## src/rtl/rv32_types_pkg.sv

```systemverilog
// Shared RV32 fetch types: instruction word, NOP encoding and the {pc, instr} entry
// carried by the fetch queues.
package rv32_types_pkg;
    typedef logic [31:0] rv_instr_t;

    localparam rv_instr_t NOP_INSTR       = 32'h0000_0013;
    localparam int        FETCH_BUF_DEPTH = 2;

    typedef struct packed {
        logic [31:0] pc;
        rv_instr_t   instr;
    } fetch_entry_t;
endpackage

```

## src/rtl/rv32_fetch_fifo.sv

```systemverilog
// Small synchronous FIFO of fetch entries with flush; used both as the in-flight PC
// queue and as the response buffer in front of decode.
module rv32_fetch_fifo
    import rv32_types_pkg::*;
#(
    parameter int DEPTH = FETCH_BUF_DEPTH
) (
    input  logic                   clk,
    input  logic                   rst,
    input  logic                   flush,
    input  logic                   push,
    input  fetch_entry_t           push_data,
    input  logic                   pop,
    output fetch_entry_t           head,
    output logic [$clog2(DEPTH):0] count
);
    localparam int AW = $clog2(DEPTH);

    fetch_entry_t   mem [DEPTH];
    logic [AW-1:0]  wr_ptr_reg;
    logic [AW-1:0]  rd_ptr_reg;
    logic [AW:0]    count_reg;
    logic           do_push;
    logic           do_pop;

    // A push into a full FIFO is legal when the head leaves in the same cycle.
    assign do_pop  = pop && (count_reg != '0);
    assign do_push = push && ((count_reg != (AW+1)'(DEPTH)) || do_pop);

    always_ff @(posedge clk) begin
        if (do_push && !flush) begin
            mem[wr_ptr_reg] <= push_data;
        end
    end

    always_ff @(posedge clk or posedge rst) begin
        if (rst) begin
            wr_ptr_reg <= '0;
            rd_ptr_reg <= '0;
            count_reg  <= '0;
        end else if (flush) begin
            wr_ptr_reg <= '0;
            rd_ptr_reg <= '0;
            count_reg  <= '0;
        end else begin
            if (do_push) begin
                wr_ptr_reg <= wr_ptr_reg + AW'(1);
            end
            if (do_pop) begin
                rd_ptr_reg <= rd_ptr_reg + AW'(1);
            end
            count_reg <= count_reg + (AW+1)'(do_push) - (AW+1)'(do_pop);
        end
    end

    assign head  = mem[rd_ptr_reg];
    assign count = count_reg;
endmodule

```

## src/rtl/rv32_fetch_stage.sv

```systemverilog
// RV32 instruction fetch stage: owns the PC, bounds outstanding requests by free buffer
// space, flushes on redirect. Optional RV32_FETCH_MISALIGN_CHECK_EN flags misaligned targets.
module rv32_fetch_stage
    import rv32_types_pkg::*;
#(
    parameter logic [31:0] RESET_PC  = 32'h0000_0000,
    parameter int          BUF_DEPTH = FETCH_BUF_DEPTH
) (
    input  logic        clk,
    input  logic        rst,
    output logic        imem_req_valid,
    output logic [31:0] imem_req_addr,
    input  logic        imem_req_ready,
    input  logic        imem_rsp_valid,
    input  logic [31:0] imem_rsp_data,
    input  logic        redirect_valid,
    input  logic [31:0] redirect_target,
    output logic        fetch_valid,
    output logic [31:0] fetch_instr,
    output logic [31:0] fetch_pc,
    input  logic        decode_ready,
    output logic        fetch_misaligned
);
    localparam int CW = $clog2(BUF_DEPTH) + 1;

    logic [31:0]   pc_reg, pc_next;
    logic [CW-1:0] outstanding_reg, outstanding_next;
    logic [CW-1:0] drop_reg, drop_next;
    logic [CW-1:0] pcq_count, buf_count;
    logic [CW:0]   occupancy;
    fetch_entry_t  pcq_push_data, pcq_head, rsp_entry, buf_head;
    logic          req_fire, rsp_keep, buf_valid, buf_pop;
    logic          misalign_halt, misalign_pend;
    logic          pcq_instr_unused;

    // Outstanding requests reserve buffer slots, so a response never finds the buffer full.
    assign occupancy      = {1'b0, outstanding_reg} + {1'b0, buf_count};
    assign imem_req_valid = !rst && !misalign_halt && (occupancy < (CW+1)'(BUF_DEPTH));
    assign imem_req_addr  = pc_reg;
    assign req_fire       = imem_req_valid && imem_req_ready;
    assign rsp_keep       = imem_rsp_valid && (drop_reg == '0);

    assign pcq_push_data    = '{pc: pc_reg, instr: NOP_INSTR};
    assign rsp_entry        = '{pc: pcq_head.pc, instr: imem_rsp_data};
    assign pcq_instr_unused = ^pcq_head.instr;

    rv32_fetch_fifo #(.DEPTH(BUF_DEPTH)) u_pc_queue (
        .clk       (clk),
        .rst       (rst),
        .flush     (redirect_valid),
        .push      (req_fire),
        .push_data (pcq_push_data),
        .pop       (rsp_keep),
        .head      (pcq_head),
        .count     (pcq_count)
    );

    rv32_fetch_fifo #(.DEPTH(BUF_DEPTH)) u_rsp_buf (
        .clk       (clk),
        .rst       (rst),
        .flush     (redirect_valid),
        .push      (rsp_keep),
        .push_data (rsp_entry),
        .pop       (buf_pop),
        .head      (buf_head),
        .count     (buf_count)
    );

    always_comb begin
        pc_next          = pc_reg;
        outstanding_next = outstanding_reg + CW'(req_fire) - CW'(imem_rsp_valid);
        drop_next        = drop_reg;
        if (req_fire) begin
            pc_next = pc_reg + 32'd4;
        end
        if (imem_rsp_valid && (drop_reg != '0)) begin
            drop_next = drop_reg - CW'(1);
        end
        // Everything still in flight after this cycle belongs to the abandoned path.
        if (redirect_valid) begin
            pc_next   = {redirect_target[31:2], 2'b00};
            drop_next = outstanding_next;
        end
    end

    always_ff @(posedge clk or posedge rst) begin
        if (rst) begin
            pc_reg          <= RESET_PC;
            outstanding_reg <= '0;
            drop_reg        <= '0;
        end else begin
            pc_reg          <= pc_next;
            outstanding_reg <= outstanding_next;
            drop_reg        <= drop_next;
        end
    end

`ifdef RV32_FETCH_MISALIGN_CHECK_EN
    logic halt_reg, pend_reg;

    always_ff @(posedge clk or posedge rst) begin
        if (rst) begin
            halt_reg <= 1'b0;
            pend_reg <= 1'b0;
        end else if (redirect_valid) begin
            halt_reg <= |redirect_target[1:0];
            pend_reg <= |redirect_target[1:0];
        end else if (pend_reg && decode_ready) begin
            pend_reg <= 1'b0;
        end
    end

    assign misalign_halt = halt_reg;
    assign misalign_pend = pend_reg;
`else
    logic target_low_unused;
    assign target_low_unused = |redirect_target[1:0];
    assign misalign_halt     = 1'b0;
    assign misalign_pend     = 1'b0;
`endif

    assign buf_valid = (buf_count != '0);
    assign buf_pop   = buf_valid && decode_ready && !misalign_pend;

    always_comb begin
        fetch_valid      = buf_valid;
        fetch_pc         = RESET_PC;
        fetch_instr      = NOP_INSTR;
        fetch_misaligned = 1'b0;
        if (misalign_pend) begin
            fetch_valid      = 1'b1;
            fetch_pc         = pc_reg;
            fetch_misaligned = 1'b1;
        end else if (buf_valid) begin
            fetch_pc    = buf_head.pc;
            fetch_instr = buf_head.instr;
        end
    end

    rsp_needs_outstanding: assert property (@(posedge clk) disable iff (rst)
        imem_rsp_valid |-> (outstanding_reg != '0));

    pcq_tracks_outstanding: assert property (@(posedge clk) disable iff (rst)
        ({1'b0, pcq_count} + {1'b0, drop_reg}) == {1'b0, outstanding_reg});
endmodule

```

## config.mk

```make
export PLATFORM = sky130hd
export DESIGN_NAME = rv32_fetch_stage
export DESIGN_NICKNAME = d
export VERILOG_FILES = /design/src/rtl/rv32_types_pkg.sv /design/src/rtl/rv32_fetch_fifo.sv /design/src/rtl/rv32_fetch_stage.sv
export SDC_FILE = /design/constraint.sdc
export NUM_CORES = 1
export LEC_CHECK = 0
export CORE_MARGIN = 2
export CORE_UTILIZATION = 30
export DETAILED_ROUTE_END_ITERATION = 12
export GPL_TIMING_DRIVEN = 0
export PLACE_DENSITY_LB_ADDON = 0.08
export SYNTH_ARGS = -nofsm -noshare
export SYNTH_HDL_FRONTEND = slang
export SYNTH_HIERARCHICAL = 1
export SYNTH_SLANG_ARGS = --single-unit
```

## constraint.sdc

```tcl
create_clock -name clk -period 7.6 [get_ports clk]
set_input_delay 1.52 -clock clk [delete_from_list [all_inputs] [get_ports clk]]
set_output_delay 1.52 -clock clk [all_outputs]
set_load 0.01 [all_outputs]
```

==> flow_results.org, run 1 <==
** Outcome
- The flow ran to the end, and the final reports show no timing, DRC or antenna violations.

** Worst setup path
- In this run the worst path has a maximum fanout of 5.
- Cells along the critical path :: clkdlybuf4s50_1 > nor3_2 > clkdlybuf4s50_1
- Data arrival time of the critical path :: about 3.1 ns
- Most used cell along the critical path :: clkdlybuf4s50_1
- Critical path class :: primary input to primary output
- On the worst path, the slowest cell contributes a delay of 0.70 ns.
- Worst setup SP type :: primary input
- The largest individual stage delay along the critical path comes from the cell clkdlybuf4s50_1.
- Category of the worst setup path capture point :: primary output
- Data on the critical path is required at its endpoint by roughly 6 ns.

** Timing
- Max-Slew Margin vs Limit :: 34.5%
- Setup violations remaining at the end of the flow were counted as 0.
- Slew Viols, Final :: 0
- Between clock sinks in the finished design, the worst skew comes to between 0.01 and 0.015 ns.
- Setup repair after global routing left no endpoint under its margin.
- Of the available clock period, the critical path in the final layout requires between 60% and 70%.
- PnR worst setup slack :: 2.97 ns
- The final hold violation count came to 0.
- Derived from the worst setup path, the maximum achievable clock frequency is approximately 0.22 GHz.
- The smallest clock period supported by the final layout is computed as between 4 and 5 ns.
- At the pin with the least slew margin, the transition time is between 0.9 and 1 ns.

** Logic synthesis
- Synth Area per Inst :: 15.4 sq um
- The Yosys step of the flow raised 6 warnings.
- Cell Area, Synth :: around 0.0099 sq mm
- Gate count after technology mapping :: about 650

** Die
- Measured along the y axis, the die boundary spans about 190 um.
- For this design the top-level I/O count stands at between 150 and 200.
- Once the floorplan was initialized, standard cells occupied between 30 and 40% of the core.
- Placeable core region :: between 0.03 and 0.04 sq mm
- Die outline area :: around 0.035 sq mm
- Standard-cell row count :: 66
- Die width :: between 150 and 200 um

** Power and ir drop
- The design draws around 3800 uW.
- Static Leak :: approximately 0.0046 uW
- Power per standard cell area :: about 280 mW/mm^2
- Across the VDD grid, the largest voltage drop is 0.000163 V.

** Detailed routing
- The count of nets left with antenna violations once routing finished came out at 0.
- The routed layout has between 6k and 7k vias.
- In the final routed layout, each cell accounts on average for approximately 18 um.
- In the routed design, unresolved DRC markers number 0.
- Number of vias per cell after detailed routing :: about 4.6
- For this block, the routed nets add up to approximately 24,000 um of wire.
- First-pass iteration count of the detailed router :: 5
- Violation count after the first detailed-routing iteration :: ~320

** Clocking
- CTS tree :: built
- In this run, post-CTS repair resized a total of 0 instances.
- Clock-pin slew was measured on the worst setup and hold paths at about 0.06 ns.
- Buffers inserted during clock tree synthesis total 27.
- CTS sink count :: between 200 and 250
- For the worst-skew pair, the clock arrives at the later sink with an insertion delay of around 0.53 ns.
- Setup Buffers After CTS :: 0
- CTS Hold Buffers Added :: 0
- The tree is rooted in a clkbuf_16.
- CTS built an H-tree with a depth of 1.
- Number of buffers on the longest clock path :: 3

** Min path
- Classification of the worst-slack hold path :: register to register

** GRT
- Fraction of met2 tracks used by global routing :: 24.5%
- The number of antenna violations at the first check in global routing was 1.
- Summed over all layers, the global routing overflow is 0.
- Global routing consumed, on the met1 layer, 17.3% of the routing resources.
- Overall Global Routing Usage :: 14.0%
- Most crowded layer after global routing :: met2
- Entering global routing, the biggest net connects 22 pins.
- Vias in the first global route :: about 6.4k
- First-pass GRT wire length :: between 30,000 and 40,000 um
- For this run, global-route usage on met3 was measured as under 10%.

** Cells and area
- Nets :: roughly 940
- After filler insertion, the fill cell instance count of the layout stands at a little over 3k.
- The register with the most flip-flops in the layout has about 130 of them.
- Register area :: ~0.007 sq mm
- Ranked by flip-flop count, first place goes to u_rsp_buf/mem.
- Layout overhead on the synthesized area :: 33.3%
- Ratio of cells with drive above 1 in the final layout :: about 14%
- The repair_antennas step left the layout with diodes totalling 0.
- Footprint of the multi-input gates :: roughly 0.0029 sq mm
- Non-filler instance count after layout :: between 1k and 1.5k

** Place
- Pre-CTS WS :: 2.97 ns
- After detailed placement, the design holds a cell count of 1,278.
- Detailed Place HPWL :: 17,700 um
- Routability congestion estimate from global placement :: around 0.83
- Count of port buffers added during placement :: about 160

** Job
- Max-cap violations in this run came to 0.
cell type report:
class	instances	area share (%)
Clock buffer	32	5.24
Inverter	17	0.482
Tap cell	442	4.18
Clock inverter	18	0.973
Buffer	33	1.71
Sequential cell	234	51.5
Timing Repair Buffer	184	14.3
Multi-Input combinational cell	368	21.7
layout by cell type (no fill, tap or decap), types with 8 or more instances in the layout:
cell,count
a31oi_1,16
and2_1,64
buf_6,28
clkbuf_1,17
clkbuf_16,27
clkdlybuf4s50_1,163
dfrtp_1,42
edfxtp_1,192
ha_1,8
inv_1,13
mux2_1,78
mux2_2,18
nand2_1,24
nand3_1,12
nand4_1,9
nor2_1,24
o21ai_0,16
o31ai_1,11
or4_1,18
xnor2_1,10
metrics by stage:
step                hold WS, ns  utilization [%]  TNS (ns)  area (sq um)
floorplan                 0.492                -         0          9950
global placement          0.523             37.3   -413.58         12100
detailed placement        0.516             38.2         0         12400
CTS                       0.531             40.7         0         13200
global route              0.541             40.7         0         13200
finish                    0.529             40.7         0         13200
power by group:
group          switching [uW]  total (uW)  internal [uW]
clock                     508        1200            688
combinational             452         944            492
sequential               73.7        1610           1540
path summary, 6_finish.rpt:
check,from,depth (start not counted),end,slack [ns]
hold / removal,outstanding_reg[0],1,outstanding_reg[0],0.53
setup / recovery,rst,3,imem_req_valid,2.97
hold reg to reg,outstanding_reg[0],1,outstanding_reg[0],0.53
setup reg to reg,u_rsp_buf/count[1],9,u_rsp_buf/mem[1][60],4.09
min in group asynchronous,rst,2,u_rsp_buf/count[1],1.39
max in group asynchronous,rst,3,outstanding_reg[1],5.40
metal layers:
metal  wire length (um)  up-vias
li1                   -     2856
met1              10300     2986
met2              11800      208
met3               1790       39
met4                457        2
met5                 12        -
critical path: cells and delay by family:
| family | cells | cell delay (ns) |
|---|---|---|
| buf+inv | 2 | 1.25 |
| simple gates | 1 | 0.34 |
(Power assumes the default switching activity.)
==> run 2, diff against run 1 <==
==> constraint.sdc (replaced) <==
create_clock -name clk -period 4.64 [get_ports clk]
set_input_delay 0.928 -clock clk [delete_from_list [all_inputs] [get_ports clk]]
set_output_delay 0.928 -clock clk [all_outputs]
set_load 0.01 [all_outputs]
==> run 2 against run 1 <==
Combinational power increased by 65%. Wire length grew 0.56%. Total power is 70% higher. Die area unchanged. Count of clock-buffer cells in the layout shrank 2. Sequential cell count stayed put. Global-route usage increased by 0.23 points. Via count fell by 1.1%. Register-to-register slack worse by 2.8 ns. Utilization up 0.41 points. Clock power is 81% higher. Worst setup slack lost 2.1 ns.
==> flow_results.org, run 2 (same netlist as run 1, synthesis figures left out) <==
** Clocking
- The clock latency of the later-clocked register in the worst-skew pair was 0.53 ns (about the same).
- The post-CTS setup-driven buffer insertion count is 0 (unchanged).
- TritonCTS built the clock tree.
- The number of H-tree branching levels was 1 (unchanged).
- Number of buffers on the longest clock path :: 3 (unchanged)
- The number of cells upsized or downsized after cts was 0 (unchanged).
- The clock-pin slew reported for the worst setup and hold paths after clock tree synthesis was 0.06 ns (about the same).
- Number of buffers inserted during clock tree synthesis :: 27 (unchanged)
- CTS sink count :: 234 (unchanged)
- The quantity of hold-fixing buffers added after cts came to 0 (unchanged).
- CTS root buf :: clkbuf_16

** Timing
- PnR worst setup slack :: 0.843 ns (-2.12 ns)
- The number of pins with negative max-slew slack in the final report is 0 (unchanged).
- Min cycle time layout :: ~3.8 ns
- The worst-case clock skew was 0.00838 ns (-0.00217 ns).
- Setup TNS :: 0 ns (unchanged)
- Max-Slew Margin vs Limit :: 29.8% (-4.7 points)
- Number of endpoints with negative hold slack in the final report :: 0 (unchanged)
- Share of the clock period used by the worst path :: between 80% and 90%
- The slew at the pin with the worst max-slew slack is 1.05 ns (+0.0705 ns).
- Fmax :: 0.263 GHz
- The minimum hold slack was 0.534 ns (+0.00522 ns).
- Unrepaired setup endpoints after global routing :: no
- Final-report setup violation count :: 0 (unchanged)

** Cells and area
- Register with the most flip-flops :: u_rsp_buf/mem
- The number of standard cells in the final layout excluding fillers came to 1,321 (-0.53%).
- In the layout the commonest cells are edfxtp_1 (192), clkdlybuf4s50_1 (163), mux2_1 (78).
- Compared with the post-synthesis result, the final layout area differs by 34.7%.
- The net count reported at finish is 938 (-0.64%).
- Ratio of cells with drive above 1 in the final layout :: 13.3% (-0.35 points)
- Flip-flop count of the largest register, all copies and words added :: 128 (unchanged)
- The library cell used most frequently in the layout, excluding fill and tap cells, is edfxtp_1.
- The total inserted antenna cells came to 0 (unchanged).

** Die
- Die outline area :: 0.0346 sq mm (unchanged)
- Standard-cell row count :: 66 (unchanged)
- The floorplan die height came to 186 um (unchanged).
- Initial core utilization :: 30.5% (unchanged)
- The I/O pin count is 169 (unchanged).
- Placeable core region :: 0.0325 sq mm (unchanged)
- The width of the chip came to 186 um (unchanged).

** Detailed routing
- The per-cell routed wire length is 18.5 um (+1.1%).
- The DRC violation count after routing is 0 (unchanged).
- The total number of vias is 6,023 (-1.1%).
- The sum of routed wire length over all layers is 24,400 um (+0.56%).
- Number of vias per cell after detailed routing :: 4.56 (-0.59%)
- The count of TritonRoute iterations in the first routing pass came to 5 (unchanged).
- Final antenna-violating net count :: 0 (unchanged)
- Violation count after the first detailed-routing iteration :: 276 (-13%)

** Power and ir drop
- The leakage power came to 0.00467 uW (+1.3%).
- The total power per unit cell area is 476 mW/mm^2 (+68%).
- The worst vdd rail ir drop was 0.000276 V (+69%).

** Worst setup path
- The highest cell delay on the worst timing path is 0.56 ns (-0.14 ns).
- Largest fanout on the critical path :: 10 (+5)
- Data required time at the worst endpoint :: 3.71 ns (-2.37 ns)
- Worst setup SP type :: register
- Cells along the critical path :: or2_2 > clkbuf_1 > clkbuf_1 > and2_1 > clkdlybuf4s50_1
- The worst register-to-register path begins at u_rsp_buf/count[0].
- Critical register-to-register path endpoint :: u_pc_queue/mem[1][34]
- On the critical path, the stage with the largest delay is an instance of clkdlybuf4s50_1.
- Data arrival time of the critical path :: 2.87 ns (-0.24 ns)
- The critical path is of the register to primary output type.
- Among the stages of the critical path, the cell type that occurs most often is clkbuf_1.
- Category of the worst setup path capture point :: primary output
- The path depth of the worst reg2reg path was 9 (unchanged).
- The slack of the worst reg-to-reg path is 1.34 ns (-2.75 ns).

** Place
- The final weighted congestion in routability-driven placement came to 0.793 (-4.9%).
- Detailed Place HPWL :: 17,600 um (-0.20%)
- The count of port buffers added during placement came to 163 (unchanged).
- The placement-stage worst setup slack came to 0.934 ns (-2.04 ns).
- Placed cells :: 1,272 (-0.47%)

** Min path
- Hold EP :: outstanding_reg[0]
- The worst hold path stage count is 1 (unchanged).
- The worst hold path begins at outstanding_reg[0].
- Classification of the worst-slack hold path :: register to register

** GRT
- Largest net degree at the start of global routing :: 22 (unchanged)
- The global-route wire length before repair was 37,300 um (+1.4%).
- The number of antenna violations at the first check in global routing is 1 (unchanged).
- Overall Global Routing Usage :: 14.2% (+0.23 points)
- Global route total overflow :: 0 (unchanged)
- The via count of the first global-routing pass came to 6,456 (+1.1%).

** Job
- The max-capacitance violation count was 0 (unchanged).

** Outcome
- Run status :: complete, no violations
run 2: worst max path at each step:
stage / slack (ns) / startpoint / cells after the start / endpoint
final: 0.84 / u_rsp_buf/count[1] / 5 / fetch_pc[6]
after global placement: -2.20 / redirect_valid / 2 / u_rsp_buf/mem[0][55]
after floorplan: 0.19 / u_rsp_buf/count[0] / 7 / u_pc_queue/mem[0][32]
after detailed placement: 0.93 / rst / 8 / u_pc_queue/mem[1][33]
after global routing: 0.54 / u_rsp_buf/count[1] / 5 / fetch_instr[29]
after CTS: 0.67 / u_rsp_buf/count[1] / 5 / fetch_instr[29]
run 2: area by class of cell:
class,count,area (sq um)
Multi-Input combinational cell,368,2890
Timing Repair Buffer,178,1920
Buffer,33,226
Fill cell,3063,19200
Clock buffer,30,687
Inverter,17,63.8
Sequential cell,234,6820
Tap cell,442,553
Clock inverter,19,225
run 2: power breakdown:
part	total, uW	internal [uW]	switching, uW
clock network	2170	1340	825
logic	1560	819	746
registers	2640	2510	121
run 2: critical path: cells and delay by family (launching register included):
kind,cells,cell delay [ns]
DFF,1,0.46
buffers and inverters,3,1.46
and+or+nand+nor,2,0.41
run 2: stage by stage:
stage               power, uW  instance area (sq um)  util, %
global placement         4200                  12200     37.4
CTS                      6490                  13400     41.1
floorplan                3430                   9970        -
finish                   6370                  13400     41.1
detailed placement       4290                  12500     38.3
global route             6710                  13400     41.1
run 2: routing by layer:
| metal | GRT usage, % | vias to the layer above | share of wire [%] |
|---|---|---|---|
| li1 | - | 2839 | - |
| met1 | 18.0 | 2949 | 42 |
| met2 | 24.8 | 194 | 49 |
| met3 | 3.17 | 39 | 6.3 |
| met4 | 3.50 | 2 | 2.2 |
| met5 | 0 | - | 0.045 |
